File: src/rtl/exec_core.sv
// Multi-cycle execution core: fetches 16-bit instructions as two bytes over a
// req/ack memory port, decodes them from isa_pkg, executes in one cycle and
// performs a separate memory phase for LOAD/STORE.

package isa_pkg;
   localparam logic [3:0] OP_NOP   = 4'h0;
   localparam logic [3:0] OP_MOVIR = 4'h1;
   localparam logic [3:0] OP_MOVRR = 4'h2;
   localparam logic [3:0] OP_ADDRR = 4'h3;
   localparam logic [3:0] OP_SUBRR = 4'h4;
   localparam logic [3:0] OP_ADDI  = 4'h5;
   localparam logic [3:0] OP_SUBI  = 4'h6;
   localparam logic [3:0] OP_LOAD  = 4'h7;
   localparam logic [3:0] OP_STORE = 4'h8;
   localparam logic [3:0] OP_JZI   = 4'h9;
   localparam logic [3:0] OP_JZR   = 4'hA;
endpackage

module exec_core
   import isa_pkg::*;
#(
   parameter int          DATA_BITS     = 8,
   parameter int          REG_ADDR_BITS = 3,
   parameter int          ADDR_BITS     = 8,
   parameter int unsigned RESET_PC      = 0
) (
   input  logic                 clk,
   input  logic                 reset,
   input  logic                 run,
   output logic                 mem_req,
   output logic                 mem_we,
   output logic [ADDR_BITS-1:0] mem_addr,
   output logic [DATA_BITS-1:0] mem_wdata,
   input  logic                 mem_ack,
   input  logic [DATA_BITS-1:0] mem_rdata,
   output logic [ADDR_BITS-1:0] pc_o,
   output logic                 flag_z,
   output logic                 flag_c,
   output logic                 halted
);

   localparam int NUM_REGS = 2 ** REG_ADDR_BITS;

   typedef enum logic [2:0] {
      S_IDLE     = 3'd0,
      S_FETCH_HI = 3'd1,
      S_FETCH_LO = 3'd2,
      S_EXECUTE  = 3'd3,
      S_MEM      = 3'd4
   } state_t;

   state_t                 state_q, state_d;
   logic [ADDR_BITS-1:0]   pc_q, pc_d;
   logic [15:0]            ir_q, ir_d;
   logic [DATA_BITS-1:0]   regs_q [NUM_REGS];
   logic [DATA_BITS-1:0]   regs_d [NUM_REGS];
   logic                   flag_z_q, flag_z_d;
   logic                   flag_c_q, flag_c_d;
   logic                   mem_req_q, mem_req_d;
   logic                   mem_we_q, mem_we_d;
   logic [ADDR_BITS-1:0]   mem_addr_q, mem_addr_d;
   logic [DATA_BITS-1:0]   mem_wdata_q, mem_wdata_d;
   logic                   halted_q, halted_d;

   // Decoded instruction fields
   logic [3:0]               op;
   logic [REG_ADDR_BITS-1:0] rd_idx, rs_idx, rt_idx;
   logic [DATA_BITS-1:0]     imm_ext, rd_val, rs_val, rt_val;
   logic [ADDR_BITS-1:0]     imm_addr, pc_plus1, pc_plus2;
   logic                     unused_ir_bit;

   // ALU operands and result; the extra MSB is the carry out
   logic [DATA_BITS-1:0]     alu_a, alu_b, alu_b_eff;
   logic                     alu_sub;
   logic [DATA_BITS:0]       alu_sum;

   assign op            = ir_q[15:12];
   assign rd_idx        = REG_ADDR_BITS'(ir_q[10:8]);
   assign rs_idx        = REG_ADDR_BITS'(ir_q[6:4]);
   assign rt_idx        = REG_ADDR_BITS'(ir_q[2:0]);
   assign imm_ext       = DATA_BITS'(ir_q[7:0]);
   assign imm_addr      = ADDR_BITS'(ir_q[7:0]);
   assign rd_val        = regs_q[rd_idx];
   assign rs_val        = regs_q[rs_idx];
   assign rt_val        = regs_q[rt_idx];
   assign pc_plus1      = pc_q + ADDR_BITS'(1);
   assign pc_plus2      = pc_q + ADDR_BITS'(2);
   assign unused_ir_bit = ir_q[11];

   // ALU: register-register forms use rs/rt, immediate forms use rd/imm; SUB is a+~b+1
   always_comb begin
      alu_a   = rs_val;
      alu_b   = rt_val;
      alu_sub = 1'b0;
      case (op)
         OP_ADDRR: alu_sub = 1'b0;
         OP_SUBRR: alu_sub = 1'b1;
         OP_ADDI: begin
            alu_a = rd_val;
            alu_b = imm_ext;
         end
         OP_SUBI: begin
            alu_a   = rd_val;
            alu_b   = imm_ext;
            alu_sub = 1'b1;
         end
         default: alu_sub = 1'b0;
      endcase
      alu_b_eff = alu_sub ? ~alu_b : alu_b;
      alu_sum   = {1'b0, alu_a} + {1'b0, alu_b_eff} + {{DATA_BITS{1'b0}}, alu_sub};
   end

   // Next-state logic for the sequencer, memory port, regfile, flags and pc
   always_comb begin
      state_d     = state_q;
      pc_d        = pc_q;
      ir_d        = ir_q;
      regs_d      = regs_q;
      flag_z_d    = flag_z_q;
      flag_c_d    = flag_c_q;
      mem_req_d   = mem_req_q;
      mem_we_d    = mem_we_q;
      mem_addr_d  = mem_addr_q;
      mem_wdata_d = mem_wdata_q;
      halted_d    = halted_q;
      case (state_q)
         S_IDLE: begin
            if (run) begin
               state_d  = S_FETCH_HI;
               halted_d = 1'b0;
            end else begin
               halted_d = 1'b1;
            end
         end
         S_FETCH_HI: begin
            if (!mem_req_q) begin
               mem_req_d  = 1'b1;
               mem_we_d   = 1'b0;
               mem_addr_d = pc_q;
            end else if (mem_ack) begin
               ir_d[15:8] = mem_rdata[7:0];
               mem_req_d  = 1'b0;
               state_d    = S_FETCH_LO;
            end else begin
               mem_req_d = 1'b1;
            end
         end
         S_FETCH_LO: begin
            if (!mem_req_q) begin
               mem_req_d  = 1'b1;
               mem_we_d   = 1'b0;
               mem_addr_d = pc_plus1;
            end else if (mem_ack) begin
               ir_d[7:0] = mem_rdata[7:0];
               mem_req_d = 1'b0;
               state_d   = S_EXECUTE;
            end else begin
               mem_req_d = 1'b1;
            end
         end
         S_EXECUTE: begin
            pc_d = pc_plus2;
            case (op)
               OP_MOVIR: regs_d[rd_idx] = imm_ext;
               OP_MOVRR: regs_d[rd_idx] = rs_val;
               OP_ADDRR, OP_SUBRR, OP_ADDI, OP_SUBI: begin
                  regs_d[rd_idx] = alu_sum[DATA_BITS-1:0];
                  flag_c_d       = alu_sum[DATA_BITS];
                  flag_z_d       = (alu_sum[DATA_BITS-1:0] == {DATA_BITS{1'b0}});
               end
               OP_JZI: begin
                  if (flag_z_q) begin
                     pc_d = imm_addr;
                  end else begin
                     pc_d = pc_plus2;
                  end
               end
               OP_JZR: begin
                  if (flag_z_q) begin
                     pc_d = ADDR_BITS'(rd_val);
                  end else begin
                     pc_d = pc_plus2;
                  end
               end
               default: pc_d = pc_plus2;
            endcase
            if ((op == OP_LOAD) || (op == OP_STORE)) begin
               state_d = S_MEM;
            end else if (run) begin
               state_d = S_FETCH_HI;
            end else begin
               state_d  = S_IDLE;
               halted_d = 1'b1;
            end
         end
         S_MEM: begin
            if (!mem_req_q) begin
               mem_req_d   = 1'b1;
               mem_we_d    = (op == OP_STORE);
               mem_addr_d  = imm_addr;
               mem_wdata_d = rd_val;
            end else if (mem_ack) begin
               if (!mem_we_q) begin
                  regs_d[rd_idx] = mem_rdata;
               end else begin
                  regs_d[rd_idx] = rd_val;
               end
               mem_req_d = 1'b0;
               mem_we_d  = 1'b0;
               if (run) begin
                  state_d = S_FETCH_HI;
               end else begin
                  state_d  = S_IDLE;
                  halted_d = 1'b1;
               end
            end else begin
               mem_req_d = 1'b1;
            end
         end
         default: begin
            state_d   = S_IDLE;
            mem_req_d = 1'b0;
            mem_we_d  = 1'b0;
            halted_d  = 1'b1;
         end
      endcase
   end

   // State registers; reset drops the memory request asynchronously
   always_ff @(posedge clk or posedge reset) begin
      if (reset) begin
         state_q     <= S_IDLE;
         pc_q        <= ADDR_BITS'(RESET_PC);
         ir_q        <= 16'h0000;
         for (int i = 0; i < NUM_REGS; i++) begin
            regs_q[i] <= {DATA_BITS{1'b0}};
         end
         flag_z_q    <= 1'b0;
         flag_c_q    <= 1'b0;
         mem_req_q   <= 1'b0;
         mem_we_q    <= 1'b0;
         mem_addr_q  <= {ADDR_BITS{1'b0}};
         mem_wdata_q <= {DATA_BITS{1'b0}};
         halted_q    <= 1'b1;
      end else begin
         state_q     <= state_d;
         pc_q        <= pc_d;
         ir_q        <= ir_d;
         regs_q      <= regs_d;
         flag_z_q    <= flag_z_d;
         flag_c_q    <= flag_c_d;
         mem_req_q   <= mem_req_d;
         mem_we_q    <= mem_we_d;
         mem_addr_q  <= mem_addr_d;
         mem_wdata_q <= mem_wdata_d;
         halted_q    <= halted_d;
      end
   end

   assign mem_req   = mem_req_q;
   assign mem_we    = mem_we_q;
   assign mem_addr  = mem_addr_q;
   assign mem_wdata = mem_wdata_q;
   assign pc_o      = pc_q;
   assign flag_z    = flag_z_q;
   assign flag_c    = flag_c_q;
   assign halted    = halted_q;

endmodule

File: config.mk
export PLATFORM = sky130hd
export DESIGN_NAME = exec_core
export DESIGN_NICKNAME = d
export VERILOG_FILES = /design/src/rtl/exec_core.sv
export SDC_FILE = /design/constraint.sdc
export NUM_CORES = 1
export LEC_CHECK = 0
export ABC_AREA = 1
export CORE_ASPECT_RATIO = 1.2
export CORE_UTILIZATION = 40
export CTS_BUF_LIST = sky130_fd_sc_hd__clkbuf_2 sky130_fd_sc_hd__clkbuf_4 sky130_fd_sc_hd__clkbuf_8
export DETAILED_ROUTE_END_ITERATION = 8
export DONT_BUFFER_PORTS = 1
export GPL_ROUTABILITY_DRIVEN = 0
export PLACE_DENSITY = 0.64
export SYNTH_ARGS = -nofsm -noshare
export SYNTH_HDL_FRONTEND = slang
export SYNTH_SLANG_ARGS = --single-unit
File: constraint.sdc
create_clock -name clk -period 9.4 [get_ports clk]
set_input_delay 1.88 -clock clk [delete_from_list [all_inputs] [get_ports clk]]
set_output_delay 1.88 -clock clk [all_outputs]
set_load 0.02 [all_outputs]
Yosys cells after proc, flatten, opt, wreduce, memory -nomap -nowiden
Index checks and enable logic that the tools add are counted.
{"block": "classes", "add_sub_neg": 4, "magnitude_cmp": 4, "eq_ne": 28, "mux": 55, "n_bitwise": 7, "reduce_logical": 21}
{"op": "bitwise mux 64 bit", "count": 5}
{"op": "two-way mux 64 bit", "count": 3}
{"op": "one-hot mux 64 bit (3 select lines)", "count": 1}
{"op": "one-hot mux 64 bit (2 select lines)", "count": 1}
{"op": "two-way mux 8 bit", "count": 15}
{"op": "binary-select mux 8 bit (select 3 bit)", "count": 3}
{"op": "demux 8 bit (select 3 bit)", "count": 1}
{"op": "two-way mux 3 bit", "count": 8}
{"op": "!= test 2 bit (second input constant)", "count": 12}
{"op": "one-hot mux 8 bit (3 select lines)", "count": 1}
{"op": "== test 4 x 3 -> 1 bit (second input constant)", "count": 4}
{"op": "one-hot mux 8 bit (2 select lines)", "count": 1}
{"op": "one-hot mux 3 bit (5 select lines)", "count": 1}
{"op": "== test 4 bit (second input constant)", "count": 3}
{"op": "greater-or-equal comparator 4 bit (second input constant)", "count": 3}
{"op": "two-way mux 1 bit", "count": 12}
{"op": "inverter 3 -> 4 bit", "count": 3}
{"op": "AND reduction 4 bit", "count": 3}
{"op": "adder 8 x 8 -> 9 bit", "count": 1}
{"op": "adder 9 x 1 -> 9 bit", "count": 1}
{"op": "AND reduction 3 bit", "count": 3}
{"op": "adder 8 x 1 -> 8 bit (second input constant)", "count": 1}
{"op": "adder 8 x 2 -> 8 bit (second input constant)", "count": 1}
{"op": "== test 4 x 2 -> 1 bit (second input constant)", "count": 2}
{"op": "23 further kinds", "count": 30}
{"block": "totals", "regBits": 112, "input_bits": 12, "out_inout_bits": 29, "word_cells": 138}

Logic depth before layout (Yosys ltp)
{"block": "depth", "ltp_word": 12, "depth_mapped": 25, "ltp_nobuf": 24}

Worst setup path before layout
OpenSTA, ideal clock, no wires.
{"block": "synth_timing", "kind": "reg-to-reg", "startpoint": "register ir_q[2]", "endpoint": "register regs_q[38] (netlist name)", "setup_ps": 87, "arrival_ps": 2953, "t_required_ps": 9313, "setup_slack_ps": 6360, "stages_incl_launch_ff": 23, "path_buffers": 2, "synth_period_minus_slack_ps": 3040, "cell_sequence": "dfrtp_1 -> clkbuf_1 -> inv_1 -> clkbuf_1 -> o21ai_0 -> a21oi_1 -> nor3_1 -> o21ai_0 -> xor2_1 -> fa_1 -> nand3_1 -> nand2_1 -> nand2_1 -> nand2_1 -> a21oi_1 -> inv_1 -> nand2_1 -> nand2_1 -> o21ai_0 -> inv_1 -> nor2_1 -> o21ai_0 -> a22oi_1"}
{"block": "synth_via", "elab_chain_cells": 12}
{"element": "start, declared", "line": "54", "rtl": "logic [15:0] ir_q, ir_d;"}
{"element": "start signal, assigned", "line": "248", "rtl": "ir_q <= ir_d;"}
{"element": "inverter 3 -> 4 bit (implied by the code)", "line": "85", "rtl": "assign rt_val = regs_q[rt_idx];"}
{"element": "binary-select mux 8 bit (select 3 bit)", "line": "85"}
{"element": "two-way mux 8 bit (implied by the code) (2 in a row)", "line": "85"}
{"element": "two-way mux 8 bit *", "line": "95", "rtl": "case (op)"}
{"element": "inverter 8 bit", "line": "109", "rtl": "alu_b_eff = alu_sub ? ~alu_b : alu_b;"}
{"element": "two-way mux 8 bit *", "line": "109"}
{"element": "adder 8 x 8 -> 9 bit *", "line": "110", "rtl": "alu_sum = {1'b0, alu_a} + {1'b0, alu_b_eff} + {{DATA_BITS{1'b0}}, alu_sub};"}
{"element": "adder 9 x 1 -> 9 bit *", "line": "110"}
{"element": "bitwise mux 64 bit *", "line": "167", "rtl": "regs_d[rd_idx] = alu_sum[DATA_BITS-1:0];"}
{"element": "one-hot mux 64 bit (3 select lines) *", "line": "163", "rtl": "case (op)"}
{"element": "one-hot mux 64 bit (2 select lines) *", "line": "126", "rtl": "case (state_q)"}
{"element": "end signal, assigned by index", "line": "236", "rtl": "regs_q[i] <= {DATA_BITS{1'b0}};"}
{"element": "end signal, assigned", "line": "249", "rtl": "regs_q <= regs_d;"}
{"element": "end, declared", "line": "55", "rtl": "logic [DATA_BITS-1:0] regs_q [NUM_REGS];"}
Mark *: on every way between the ends. The rest lies on a longest branch, timed or not. The select of a mux whose other input is x is not followed.
A chain may end at the register's enable or synchronous reset.

Worst setup path in the final report
{"block": "layout_timing", "startpoint": "register ir_q[8]", "endpoint": "register regs_q[14] (netlist name)"}
{"block": "layout_via", "elab_chain_cells": 10, "elab_cells_between_ends": 22, "classes_between": "add/sub: 2; order compare: 2; mux: 16; bitwise: 1; reduce/logical: 1"}
{"element": "inverter 3 -> 4 bit (implied by the code) *"}
{"element": "binary-select mux 8 bit (select 3 bit), or another cell as far along", "line": "83", "rtl": "assign rd_val = regs_q[rd_idx];"}
{"element": "two-way mux 8 bit (implied by the code) / logical AND 1 bit (equally long branches)"}
{"element": "two-way mux 8 bit, on equally long branches"}
{"element": "two-way mux 8 bit / demux 8 bit (select 3 bit) (equally long branches)"}
{"element": "adder 8 x 8 -> 9 bit, or another cell as far along", "line": "110"}
{"element": "adder 9 x 1 -> 9 bit / two-way mux 64 bit (equally long branches)", "line": "110, 203"}
{"element": "bitwise mux 64 bit / two-way mux 64 bit (equally long branches)", "line": "167, 202"}
{"element": "one-hot mux 64 bit (3 select lines) / two-way mux 64 bit (equally long branches)", "line": "163, 197"}
{"element": "one-hot mux 64 bit (2 select lines) *", "line": "126"}
Marked as above.

==> key figures <==
Worst setup path
  • Critical path's top delay family: compound AO/OA/AOI/OAI gates
  • CP endpoint kind: flip-flop
  • Buf+Inv Stages, Crit Path: 6
  • Crit Path Max Fanout: 18
  • Kind of critical path: flip-flop to flip-flop
  • Highest-delay cell along the critical path: dfrtp_1
  • Ordered cell list for the critical path: inv_1, nand3_1, inv_1, buf_4, a211oi_1, nand4_1, inv_1, o21ai_0, ha_1, a21oi_1, nand2_1, nand2_1, nand2_1, a21oi_1, inv_1, nand2_1, nand2_1, o21ai_0, inv_1, nor2_1, o21ai_0, a22oi_1
  • Startpoint types: flip-flop
  • Critical path arrival: 4.96 ns
  • WP data required: 9.74 ns
  • CP max stage delay: 0.56 ns

STA
  • Sum Neg Setup Slack: 0 ns
  • Final Skew: 0.01378 ns
  • Fin crit share: 0.4920
  • Pins Over Slew Limit: 0
  • Peak Freq: 0.2162 GHz
  • Slew Limit Headroom: 0.1525
  • Hold Violations, Final: 0
  • Worst Max-Slew Pin Slew: 1.267 ns
  • Min cycle time layout: 4.625 ns
  • Setup violators final: 0
  • Unrepaired setup endpoints after global routing: false

Yosys
  • Post-Synth XOR/XNOR Area: 0.01097
  • Post-Syn Area: 0.009463 mm^2
  • Post-Syn Nets: 1456
  • Yosys reg bits: 111
  • Mapped Avg Cell Area: 6.599 um^2
  • Distinct cells, synth: 66
  • YS warnings: 0
  • Seq/Total Area, Yosys: 0.2937
  • Post-synthesis simple-gate area fraction: 0.2786
  • Asr flop ratio synth: 1.000
  • Mapped Cells: 1434
  • Synth Area in Compound Gates: 0.2876
  • Post-Synth Adder-Cell Area: 0.01402
  • Multiplexer share of the synthesized area: 0.005686
  • Largest family of logic cells by synthesized area: compound AO/OA/AOI/OAI gates
  • Main flop type after synthesis: dfrtp_1
  • EDFF count, synth: 0

Clock network
  • Clock slew at reported path FFs: 0.12 ns
  • Setup bufs post-CTS: 0
  • CTS resizes: 0
  • Post-cts hold buffer count: 0
  • H-tree depth: 3
  • Clk Latency, worst-skew pair: 0.42 ns
  • CTS tree: built
  • Root Buffer: clkbuf_8
  • Num CTS Buffers: 9
  • Clock sink count: 111
  • CTS Buffer Depth: 2

GRT
  • Total gr overflow: 0
  • Number of global-route vias before repair: 9664
  • First-pass GRT wire length: 56010 um
  • Largest net degree at the start of global routing: 72
  • Antenna violations before repair: 0
  • Global Route Usage Sum: 0.3060

Run status
  • Status: complete, no violations

Run
  • Max-cap viol count: 0

Min path
  • Tightest Hold Check Type: flip-flop to flip-flop

Layout
  • Syn-to-layout area delta: 3.292%
  • Fill cells: 2498
  • Commonest cells after routing, fill and taps aside: nand2_1 (322), a21oi_1 (172), o21ai_0 (142)
  • Nets: 1407
  • Share of cells above drive strength 1: 0.09215
  • Final antenna diode count: 0
  • Fin area: 0.009774 mm^2
  • Most common cell after layout, fill and taps aside: nand2_1
  • Post-Route Utilization: 0.4213

Floorplan
  • Die Ht: 170.5 um
  • Io pins: 41
  • Die W: 142.4 um
  • Die Area: 0.02428 mm^2
  • Core ar.: 0.02320 mm^2
  • Std cell rows: 61
  • Starting Density: 0.4078

Route
  • Vias per cell: 6.096
  • Via count: 10390
  • # DRC: 0
  • Routed wire length: 36480 um
  • Antenna Nets Post-Route: 0
  • Drt first pass iters: 9
  • 1st-iter DRT viols: 1303
  • DR WL/cell: 21.41 um

Placed design
  • IO Port Bufs: 0
  • DPL Wire Length: 26020 um
  • Placement Cell Area: 0.009595 mm^2
[worst paths after layout]
| path | from | end | slack [ns] | cells after the start |
|---|---|---|---|---|
| min in group asynchronous | reset | regs_q[5] | 1.35 | 1 |
| worst min-delay path | ir_q[15] | ir_q[15] | 0.54 | 2 |
| worst max-delay path | ir_q[8] | regs_q[14] | 4.78 | 22 |
| worst min register to register | ir_q[15] | ir_q[15] | 0.54 | 2 |
| worst max register to register | ir_q[8] | regs_q[14] | 4.78 | 22 |
| max in group asynchronous | reset | regs_q[44] | 6.69 | 2 |
[through the flow]
stage / setup slack, ns / hold slack (ns) / std cells
floorplan: 4.591 / 0.4753 / 1434
global placement: 5.206 / 0.4967 / 1689
detailed placement: 5.035 / 0.5016 / 1689
CTS: 5.000 / 0.5313 / 1704
global route: 4.511 / 0.5592 / 1704
finish: 4.775 / 0.5370 / 1704
[registers in the layout (all words and copies together), names as in the netlist]
register   cells
flag_z         1
ir_q          15
mem_addr       8
pc_o           8
regs_q        64
mem_req        1
mem_we         1
halted         1
flag_c         1
state_q        3
mem_wdata      8
[cell usage after synthesis, types with 10 or more instances]
| master | n | area (um^2) |
|---|---|---|
| a21oi_1 | 172 | 860.8 |
| a221oi_1 | 11 | 96.34 |
| a22oi_1 | 20 | 150.1 |
| buf_2 | 28 | 140.1 |
| clkbuf_1 | 26 | 97.59 |
| dfrtp_1 | 110 | 2753 |
| inv_1 | 141 | 529.3 |
| inv_2 | 27 | 101.4 |
| nand2_1 | 322 | 1209 |
| nand2_2 | 12 | 75.07 |
| nand3_1 | 62 | 310.3 |
| nor2_1 | 116 | 435.4 |
| nor2_4 | 15 | 168.9 |
| nor3_1 | 12 | 60.06 |
| o211ai_1 | 17 | 127.6 |
| o21ai_0 | 142 | 710.7 |
| o21ai_1 | 18 | 90.09 |
| o22ai_1 | 39 | 244.0 |
| xor2_1 | 10 | 87.58 |
[worst register-to-register path: cells and delay by family, from the launching register on]
| family | cells | cell delay (ns) |
|---|---|---|
| adder cells (fa/ha/maj) | 1 | 0.36 |
| buffers and inverters | 6 | 1.02 |
| AND/OR/NAND/NOR | 8 | 1.19 |
| flip-flops | 1 | 0.56 |
| AO/OA/AOI/OAI | 7 | 1.43 |
[logic make-up after synthesis]
| kind of cell | Yosys count |
|---|---|
| AND/OR/NAND/NOR | 576 |
| AO/OA/AOI/OAI | 471 |
| buffers and inverters | 250 |
| flip-flops | 111 |
| XOR/XNOR | 11 |
| adder cells (fa/ha/maj) | 10 |
| multiplexers | 5 |
[layout make-up]
type / instances / area [um^2] / share of cell area
multi-input combinational: 1073 / 5648 / 0.5778
inverter: 177 / 676.9 / 0.06925
sequential: 111 / 2779 / 0.2843
tap: 315 / 394.1 / 0.04032
timing repair buffer: 13 / 97.59 / 0.009985
clock buffer: 9 / 123.9 / 0.01267
clock inverter: 6 / 55.05 / 0.005632
[layer usage]
layer,GRT usage,wire [um]
met3,0.05066,3193
met4,0.1954,2377
met5,0,0
met2,0.5028,16780
met1,0.3713,14130
Power is left out: the tool's default activity adds up to more than one toggle a clock period on the data nets, which glitch-free logic cannot reach.
